### src/rtl/display_arbiter_if.sv
// Bundle between the two interface decoders, the arbiter and the display mux.
// The master side drives the function codes and priority; the arbiter is the slave.
interface display_arbiter_if;
  logic [2:0] func1;
  logic [2:0] func2;
  logic       priorsel;
  logic       displaysel;
  logic       grant1;
  logic       grant2;
  logic       blank;
  logic       locked;

  modport master (
    output func1, func2, priorsel,
    input  displaysel, grant1, grant2, blank, locked
  );

  modport slave (
    input  func1, func2, priorsel,
    output displaysel, grant1, grant2, blank, locked
  );
endinterface

### src/rtl/display_arbiter.sv
// Shares one 7-segment display between IE01 and IE02 with a minimum hold time
// and a blanking gap on every handover; all outputs are registered (Moore).
module display_arbiter #(
  parameter int HOLD_CYCLES  = 8,
  parameter int BLANK_CYCLES = 2,
  parameter int CNT_W        = 4
) (
  input logic               clk,
  input logic               rst_n,
  display_arbiter_if.slave  bus
);

  typedef enum logic [1:0] {IDLE, OWN1, OWN2, BLANK} state_t;

  localparam logic [CNT_W-1:0] HOLD_MAX  = CNT_W'(HOLD_CYCLES);
  localparam logic [CNT_W-1:0] BLANK_MAX = CNT_W'(BLANK_CYCLES);
  localparam logic [2:0]       FUNC_LOCK = 3'b010;

  state_t           r_state, w_nextState;
  logic             r_tgt, w_nextTgt;
  logic [CNT_W-1:0] r_holdCnt, w_nextHold, w_holdInc;
  logic [CNT_W-1:0] r_blankCnt, w_nextBlank, w_blankInc;
  logic             r_displaysel, w_nextDisplaysel;
  logic             r_grant1, r_grant2, r_blank, r_locked;
  logic             w_nextLocked;
  logic             w_req1, w_req2, w_holdDone, w_blankDone;

  function automatic state_t arbitrate(input logic r1, input logic r2, input logic ps);
    if (r1 && r2) return ps ? OWN2 : OWN1;
    if (r1)       return OWN1;
    if (r2)       return OWN2;
    return IDLE;
  endfunction

  assign w_req1 = |bus.func1;
  assign w_req2 = |bus.func2;

  // The cycle ending at this edge counts, so the hold/blank lasts exactly N cycles.
  assign w_holdInc   = (r_holdCnt == HOLD_MAX) ? HOLD_MAX : r_holdCnt + 1'b1;
  assign w_holdDone  = (w_holdInc == HOLD_MAX);
  assign w_blankInc  = r_blankCnt + 1'b1;
  assign w_blankDone = (w_blankInc >= BLANK_MAX);

  always_comb begin
    w_nextState = r_state;
    w_nextTgt   = r_tgt;
    unique case (r_state)
      IDLE: w_nextState = arbitrate(w_req1, w_req2, bus.priorsel);
      OWN1: begin
        if (!w_req1) begin
          w_nextState = w_req2 ? BLANK : IDLE;
          w_nextTgt   = w_req2 ? 1'b1 : r_tgt;
        end else if (w_req2 && bus.priorsel && w_holdDone && !r_locked) begin
          w_nextState = BLANK;
          w_nextTgt   = 1'b1;
        end
      end
      OWN2: begin
        if (!w_req2) begin
          w_nextState = w_req1 ? BLANK : IDLE;
          w_nextTgt   = w_req1 ? 1'b0 : r_tgt;
        end else if (w_req1 && !bus.priorsel && w_holdDone && !r_locked) begin
          w_nextState = BLANK;
          w_nextTgt   = 1'b0;
        end
      end
      BLANK: begin
        if (w_blankDone) begin
          if (r_tgt && w_req2)        w_nextState = OWN2;
          else if (!r_tgt && w_req1)  w_nextState = OWN1;
          else                        w_nextState = arbitrate(w_req1, w_req2, bus.priorsel);
        end
      end
      default: w_nextState = IDLE;
    endcase

    w_nextHold  = ((w_nextState == OWN1 || w_nextState == OWN2) && w_nextState == r_state)
                  ? w_holdInc : '0;
    w_nextBlank = (w_nextState == BLANK && r_state == BLANK) ? w_blankInc : '0;

    w_nextDisplaysel = r_displaysel;
    w_nextLocked     = 1'b0;
    unique case (w_nextState)
      OWN1: begin
        w_nextDisplaysel = 1'b0;
        w_nextLocked     = (bus.func1 == FUNC_LOCK);
      end
      OWN2: begin
        w_nextDisplaysel = 1'b1;
        w_nextLocked     = (bus.func2 == FUNC_LOCK);
      end
      BLANK:   w_nextDisplaysel = w_nextTgt;
      default: w_nextDisplaysel = r_displaysel;
    endcase
  end

  always_ff @(posedge clk or negedge rst_n) begin
    if (!rst_n) begin
      r_state      <= IDLE;
      r_tgt        <= 1'b0;
      r_holdCnt    <= '0;
      r_blankCnt   <= '0;
      r_displaysel <= 1'b0;
      r_grant1     <= 1'b0;
      r_grant2     <= 1'b0;
      r_blank      <= 1'b1;
      r_locked     <= 1'b0;
    end else begin
      r_state      <= w_nextState;
      r_tgt        <= w_nextTgt;
      r_holdCnt    <= w_nextHold;
      r_blankCnt   <= w_nextBlank;
      r_displaysel <= w_nextDisplaysel;
      r_grant1     <= (w_nextState == OWN1);
      r_grant2     <= (w_nextState == OWN2);
      r_blank      <= (w_nextState == IDLE) || (w_nextState == BLANK);
      r_locked     <= w_nextLocked;
    end
  end

  assign bus.displaysel = r_displaysel;
  assign bus.grant1     = r_grant1;
  assign bus.grant2     = r_grant2;
  assign bus.blank      = r_blank;
  assign bus.locked     = r_locked;

endmodule

### src/flat_wrapper.sv
// flat-port wrapper written by rule: the top's interface ports become plain ports
module display_arbiter_flat 
#(
  parameter int HOLD_CYCLES  = 8,
  parameter int BLANK_CYCLES = 2,
  parameter int CNT_W        = 4
)
  (clk, rst_n, bus_func1, bus_func2, bus_priorsel, bus_displaysel, bus_grant1, bus_grant2, bus_blank, bus_locked);
  display_arbiter_if bus_i ();
  input logic clk;
  input logic rst_n;
  input wire logic [$bits(bus_i.func1)-1:0] bus_func1;
  input wire logic [$bits(bus_i.func2)-1:0] bus_func2;
  input wire logic [$bits(bus_i.priorsel)-1:0] bus_priorsel;
  output wire logic [$bits(bus_i.displaysel)-1:0] bus_displaysel;
  output wire logic [$bits(bus_i.grant1)-1:0] bus_grant1;
  output wire logic [$bits(bus_i.grant2)-1:0] bus_grant2;
  output wire logic [$bits(bus_i.blank)-1:0] bus_blank;
  output wire logic [$bits(bus_i.locked)-1:0] bus_locked;
  assign bus_i.func1 = bus_func1;
  assign bus_i.func2 = bus_func2;
  assign bus_i.priorsel = bus_priorsel;
  assign bus_displaysel = bus_i.displaysel;
  assign bus_grant1 = bus_i.grant1;
  assign bus_grant2 = bus_i.grant2;
  assign bus_blank = bus_i.blank;
  assign bus_locked = bus_i.locked;
  display_arbiter #(.HOLD_CYCLES(HOLD_CYCLES), .BLANK_CYCLES(BLANK_CYCLES), .CNT_W(CNT_W)) u_core (.clk(clk), .rst_n(rst_n), .bus(bus_i));
endmodule
### config.mk
export PLATFORM = sky130hd
export DESIGN_NAME = display_arbiter_flat
export DESIGN_NICKNAME = d
export VERILOG_FILES = /design/src/rtl/display_arbiter_if.sv /design/src/rtl/display_arbiter.sv /design/src/flat_wrapper.sv
export SDC_FILE = /design/constraint.sdc
export NUM_CORES = 1
export LEC_CHECK = 0
export ABC_AREA = 1
export BUFFER_PORTS_ARGS = -buffer_cell sky130_fd_sc_hd__buf_2
export CAP_MARGIN = 15
export CORE_MARGIN = 3
export CORE_UTILIZATION = 40
export DETAILED_ROUTE_END_ITERATION = 12
export HOLD_SLACK_MARGIN = 0.12
export PLACE_DENSITY = 0.63
export SYNTH_ARGS = -nofsm -noshare
export SYNTH_HDL_FRONTEND = slang
export SYNTH_SLANG_ARGS = --single-unit
### constraint.sdc
create_clock -name clk -period 2.45 [get_ports clk]
set_clock_uncertainty 0.15 [all_clocks]
set_input_delay 0.245 -clock clk [delete_from_list [all_inputs] [get_ports clk]]
set_output_delay 0.245 -clock clk [all_outputs]
set_load 0.01 [all_outputs]
After elaboration in Yosys (flattened, before gate mapping)
Index checks and enable logic that the tools add are counted.
W data, S select, Z words.
{ "op_classes": {"mux": 56, "n_reduce_logical": 21, "n_lt_le_gt_ge": 1, "eq_ne": 11, "add_sub_neg": 2} }
{ "op_table": {"columns": ["cell", "n"], "rows": [
  ["$mux W2", 19],
  ["$mux W1", 30],
  ["$mux W4", 3],
  ["$logic_and A1 B1 Y1", 11],
  ["$add A4 B1 Y4 const B", 2],
  ["$eq A2 B2 Y1 const B", 4],
  ["$eq A4 B4 Y1 const B", 2],
  ["$pmux W2 S4", 1],
  ["$eq A3 B2 Y1 const B", 2],
  ["$reduce_or A3 Y1", 2],
  ["$eq A2 B1 Y1 const B", 2],
  ["$ge A4 B2 Y1 const B", 1],
  ["$logic_not A2 Y1", 2],
  ["$pmux W1 S2", 2],
  ["$logic_not A1 Y1", 3],
  ["$pmux W1 S3", 1],
  ["$reduce_bool A3 Y1", 1],
  ["$eq A2 B2 Y1", 1],
  ["$logic_or A1 B1 Y1", 2]
]} }
{ "word_totals": {"input_bits": 9, "word_cells": 100, "regBits": 16, "out_inout_bits": 5} }

Depth between registers and ports, before layout
{ "logic_depth": {"ltp_word": 29, "ltp_mapped": 19, "ltp_nobuf": 19} }

Least setup slack after synthesis
OpenSTA, ideal clock, no wires.
{ "synth_timing": {"kind": "flip-flop to flip-flop", "from": "register u_core.r_blankCnt[0]", "to": "register u_core.r_holdCnt[3]", "path_buffers": 0, "arrival_ns": 1.976, "t_required_ns": 2.220, "setup_time_ns": 0.080, "setup_slack_ns": 0.244, "stages_incl_launch_ff": 13, "period_less_slack_ns": 2.206, "cell_sequence": "dfrtp_1 > ha_1 > xnor2_1 > nand3_1 > o21ai_0 > nor2_1 > nor2_1 > nand2_2 > nand2_2 > inv_1 > ha_1 > nand3_4 > nor3_2"} }
{ "synth_between": {"elab_chain_len": 8, "word_cells_on_any_way": 10, "classes_between": "add/sub: 1; order compare: 1; eq/ne: 3; mux: 3; reduce/logical: 2"} }
{ "synth_lines": {"columns": ["element", "line", "source"], "rows": [
  ["start: declaration", "display_arbiter.sv:22", "logic [CNT_W-1:0] r_blankCnt, w_nextBlank, w_blankInc;"],
  ["start signal: assignment", "display_arbiter.sv:112", "r_blankCnt <= w_nextBlank;"],
  ["$add A4 B1 Y4 (*)", "display_arbiter.sv:41", "assign w_blankInc = r_blankCnt + 1'b1;"],
  ["$ge A4 B2 Y1 (*)", "display_arbiter.sv:42", "assign w_blankDone = (w_blankInc >= BLANK_MAX);"],
  ["$mux W2 (*)", "display_arbiter.sv:68", "if (w_blankDone) begin"],
  ["$pmux W2 S4 (*)", "display_arbiter.sv:47", "unique case (r_state)"],
  ["net u_core.w_nextState[1]", "display_arbiter.sv:19", "state_t r_state, w_nextState;"],
  ["$eq A2 B1 Y1 / $eq A2 B2 Y1 (equally long branches)", "display_arbiter.sv:77", "w_nextHold = ((w_nextState == OWN1 || w_nextState == OWN2) && w_nextState == r_state)"],
  ["$logic_or A1 B1 Y1", "display_arbiter.sv:77", null],
  ["$logic_and A1 B1 Y1 (*)", "display_arbiter.sv:77", null],
  ["$mux W4 (*)", "display_arbiter.sv:78", "? w_holdInc : '0;"],
  ["net u_core.w_nextHold[3]", "display_arbiter.sv:21", "logic [CNT_W-1:0] r_holdCnt, w_nextHold, w_holdInc;"],
  ["end signal: assignment", "display_arbiter.sv:111", "r_holdCnt <= w_nextHold;"],
  ["end: declaration", "display_arbiter.sv:21", null]
]} }
Mark *: on every way through the listed nets, which the timed path passes. The rest lies on a longest branch.
A chain may end at the register's enable or synchronous reset.

Worst setup path in the final report
{ "layout_timing": {"from": "register u_core.r_blankCnt[0]", "to": "register u_core.r_holdCnt[2]"} }
The elaborated chain is that of the path after synthesis.

==> flow_summary.yaml <==
synth:
  synthCells: 136
  synth_seq_cells: 16
  syn_nets: 157
  netlist_area_um2: 1110
  yosysTopAreaCell: "dfrtp_1"
  synth.area.top_cells: "dfrtp_1 (34%), ha_1 (14%), nand2_1 (8.5%)"
  yosysUniqueCellTypes: 22
  ys_warn_count: 0
  yosysSeqAreaShare_pct: 36.2
  synth_area_per_cell_um2: 8.16
  yosysTopAreaCellShare_pct: 33.8
placement:
  dp_slack_ns: -0.0147
  portBuffers: 13
  dp_hpwl_um: 1860
  globalplace.congestion: 0.787
floorplan:
  die_area_um2: 3440
  die_x_um: 58.7
  initial_core_util_pct: 43.2
  rows: 18
  io-pin-count: 14
  core_um2: 2570
  die_y_um: 58.7
power:
  powerDensity_nw_per_um2: 1210
  p_total_mw: 1.81
  power_leakage_nw: 0.757
  ir_drop_mv: 0.950
timing:
  worst_slew_pin_slew_ns: 0.345
  tns_ns: 0
  maxSlewViolCount: 0
  finalCritPeriodShare_pct: 96.3
  fmax_ghz: 0.424
  fin_ws_ns: 0.0918
  max-slew-margin-rel_pct: 77.0
  fin_crit_ns: 2.36
  hold_viol: 0
  setup_violations: 0
clock_network:
  cts_inserted_buffers: 3
  clock_latency_ns: 0.29
  cts_tree: "done"
  cts.sinks: 16
  cts_buffer_depth: 2
  cts_htree_levels: 1
  cts.clk_slew.worst_paths_ns: 0.10
  cts-root-buf: "clkbuf_4"
setup_path:
  worstPathMaxFanout: 5
  crit_arrival_ns: 2.43
  critPathCaptureType: "flip-flop"
  cp-start-kind: "flip-flop"
  r2r-start: "u_core.r_blankCnt[0]"
  critical_path_class: "flip-flop to flip-flop"
  startpoint: "u_core.r_blankCnt[0]"
  cp_data_required_time_ns: 2.52
route:
  wl_um: 2570
  routed_via_density: 4.96
  first_iter_violations: 42
  wire_per_inst_um: 12.9
  dr.pass1.iters: 4
  vias: 991
  postRouteAntennaNets: 0
  drc_errors: 0
status:
  status: "finished, final reports clean"
global_route:
  antenna_found_initial: 0
  grt_pass1_wl_um: 4150
  overflow: 0
  grt_max_degree: 17
  grt_pass1_vias: 998
  grt_usage_pct: 15.9
final_layout:
  fillCellCount: 228
  area_growth_pct: 35.6
  final_core_util_pct: 58.6
  diodes: 0
  drive_gt1_share_pct: 42.4
  nNetsFinal: 192
flow_run:
  cap_violations: 0
worst_hold_path:
  hold_class: "input pin to async pin"
==> cells in the final DEF, fill, tap and decap left out, drive strengths merged <==
master	instances
clkbuf	4
dlygate4sd3	7
o21bai	1
dfrtp	15
a31oi	2
dfstp	1
buf	23
nor3	4
a21boi	1
xor2	1
or2	3
nand2	40
inv	20
nand3	16
a21oi	1
nor2	17
ha	12
o21ai	1
xnor2	1
==> logic make-up (layout without fill, tap and decap cells) <==
kind of cell               count (synthesis)  in the layout  synth area share (%)
and+or+nand+nor                           80             80                  37.9
buffers and inverters                     20             54                  6.76
DFF                                       16             16                  36.2
adders and majority gates                 12             12                  13.5
AOI/OAI and AO/OA                          6              6                  3.38
xor gates and xnor gates                   2              2                  2.26
==> synth_stat cells, drive strengths merged <==
| library cell | n |
|---|---|
| nand2 | 40 |
| inv | 20 |
| nor2 | 17 |
| nand3 | 16 |
| dfrtp | 15 |
| ha | 12 |
| nor3 | 4 |
| or2 | 3 |
| a31oi | 2 |
| a21boi | 1 |
| a21oi | 1 |
| dfstp | 1 |
| o21ai | 1 |
| o21bai | 1 |
| xnor2 | 1 |
| xor2 | 1 |
==> power breakdown <==
part	leakage (nW)	switching [mW]	internal, mW
Clock	0.0210	0.0898	0.0907
Sequential	0.208	0.0729	0.354
Combinational	0.529	0.713	0.494
==> per-stage QoR <==
step / hold slack (ns) / instance area [um^2] / cells
detailed placement: 0.0222 / 1220 / 180
floorplan: -0.201 / 1110 / 136
CTS: 0.244 / 1340 / 191
global placement: 0.0209 / 1220 / 180
finish: 0.226 / 1510 / 200
global route: 0.270 / 1510 / 200
==> critical path, cell delays in order, from the launching register on <==
cell     delay, ns
dfrtp_2       0.45
ha_1          0.24
xnor2_2       0.21
nand3_2       0.14
o21ai_2       0.15
nor2_1        0.05
nor2_1        0.14
nand2_2       0.09
nand2_4       0.10
inv_4         0.05
ha_4          0.28
nand3_4       0.10
nor3_2        0.12
==> worst paths after layout <==
kind | to | slack (ns) | depth (start not counted)
max | u_core.r_holdCnt[2] | 0.09 | 12
min | u_core.r_holdCnt[1] | 0.23 | 2
max reg2reg | u_core.r_holdCnt[2] | 0.09 | 12
min reg2reg | u_core.bus.displaysel | 0.35 | 2
max in group asynchronous | u_core.bus.blank | 1.62 | 2
min in group clk | u_core.r_state[0] | 0.34 | 6
==> timing repair <==
action | in CTS | in global routing
setup endpoints to repair | 5 | 11
resized for setup | 2 | 26
hold endpoints to repair | 17 | 0
buffers inserted | 0 | 10
pin swaps | 0 | 6
gates cloned | 0 | 0
hold buffers | 7 | 0
==> sequential cells by signal (all words and copies together) (netlist names) <==
signal / flops
u_core.bus.locked: 1
u_core.bus.blank: 1
u_core.bus.displaysel: 1
u_core.r_state: 2
u_core.r_holdCnt: 4
u_core.r_blankCnt: 4
u_core.r_tgt: 1
u_core.bus.grant1: 1
u_core.bus.grant2: 1
==> layout make-up <==
cell class / count / area, um^2 / share of cell area [%]
clock buffer: 4 / 36.3 / 2.41
inverter: 20 / 80.1 / 5.32
tap: 30 / 37.5 / 2.49
sequential: 16 / 404 / 26.8
timing repair buffer: 30 / 213 / 14.1
multi-input combinational: 100 / 734 / 48.8
==> routing by layer <==
metal / up-vias / wire, um / GRT usage [%]
met5: - / 0 / 0
met4: 0 / 50 / 7.77
met3: 6 / 80 / 1.97
met2: 25 / 1380 / 28.9
met1: 469 / 1070 / 18.3
li1: 491 / - / -
No activity file was read; power rests on OpenSTA's default activity.
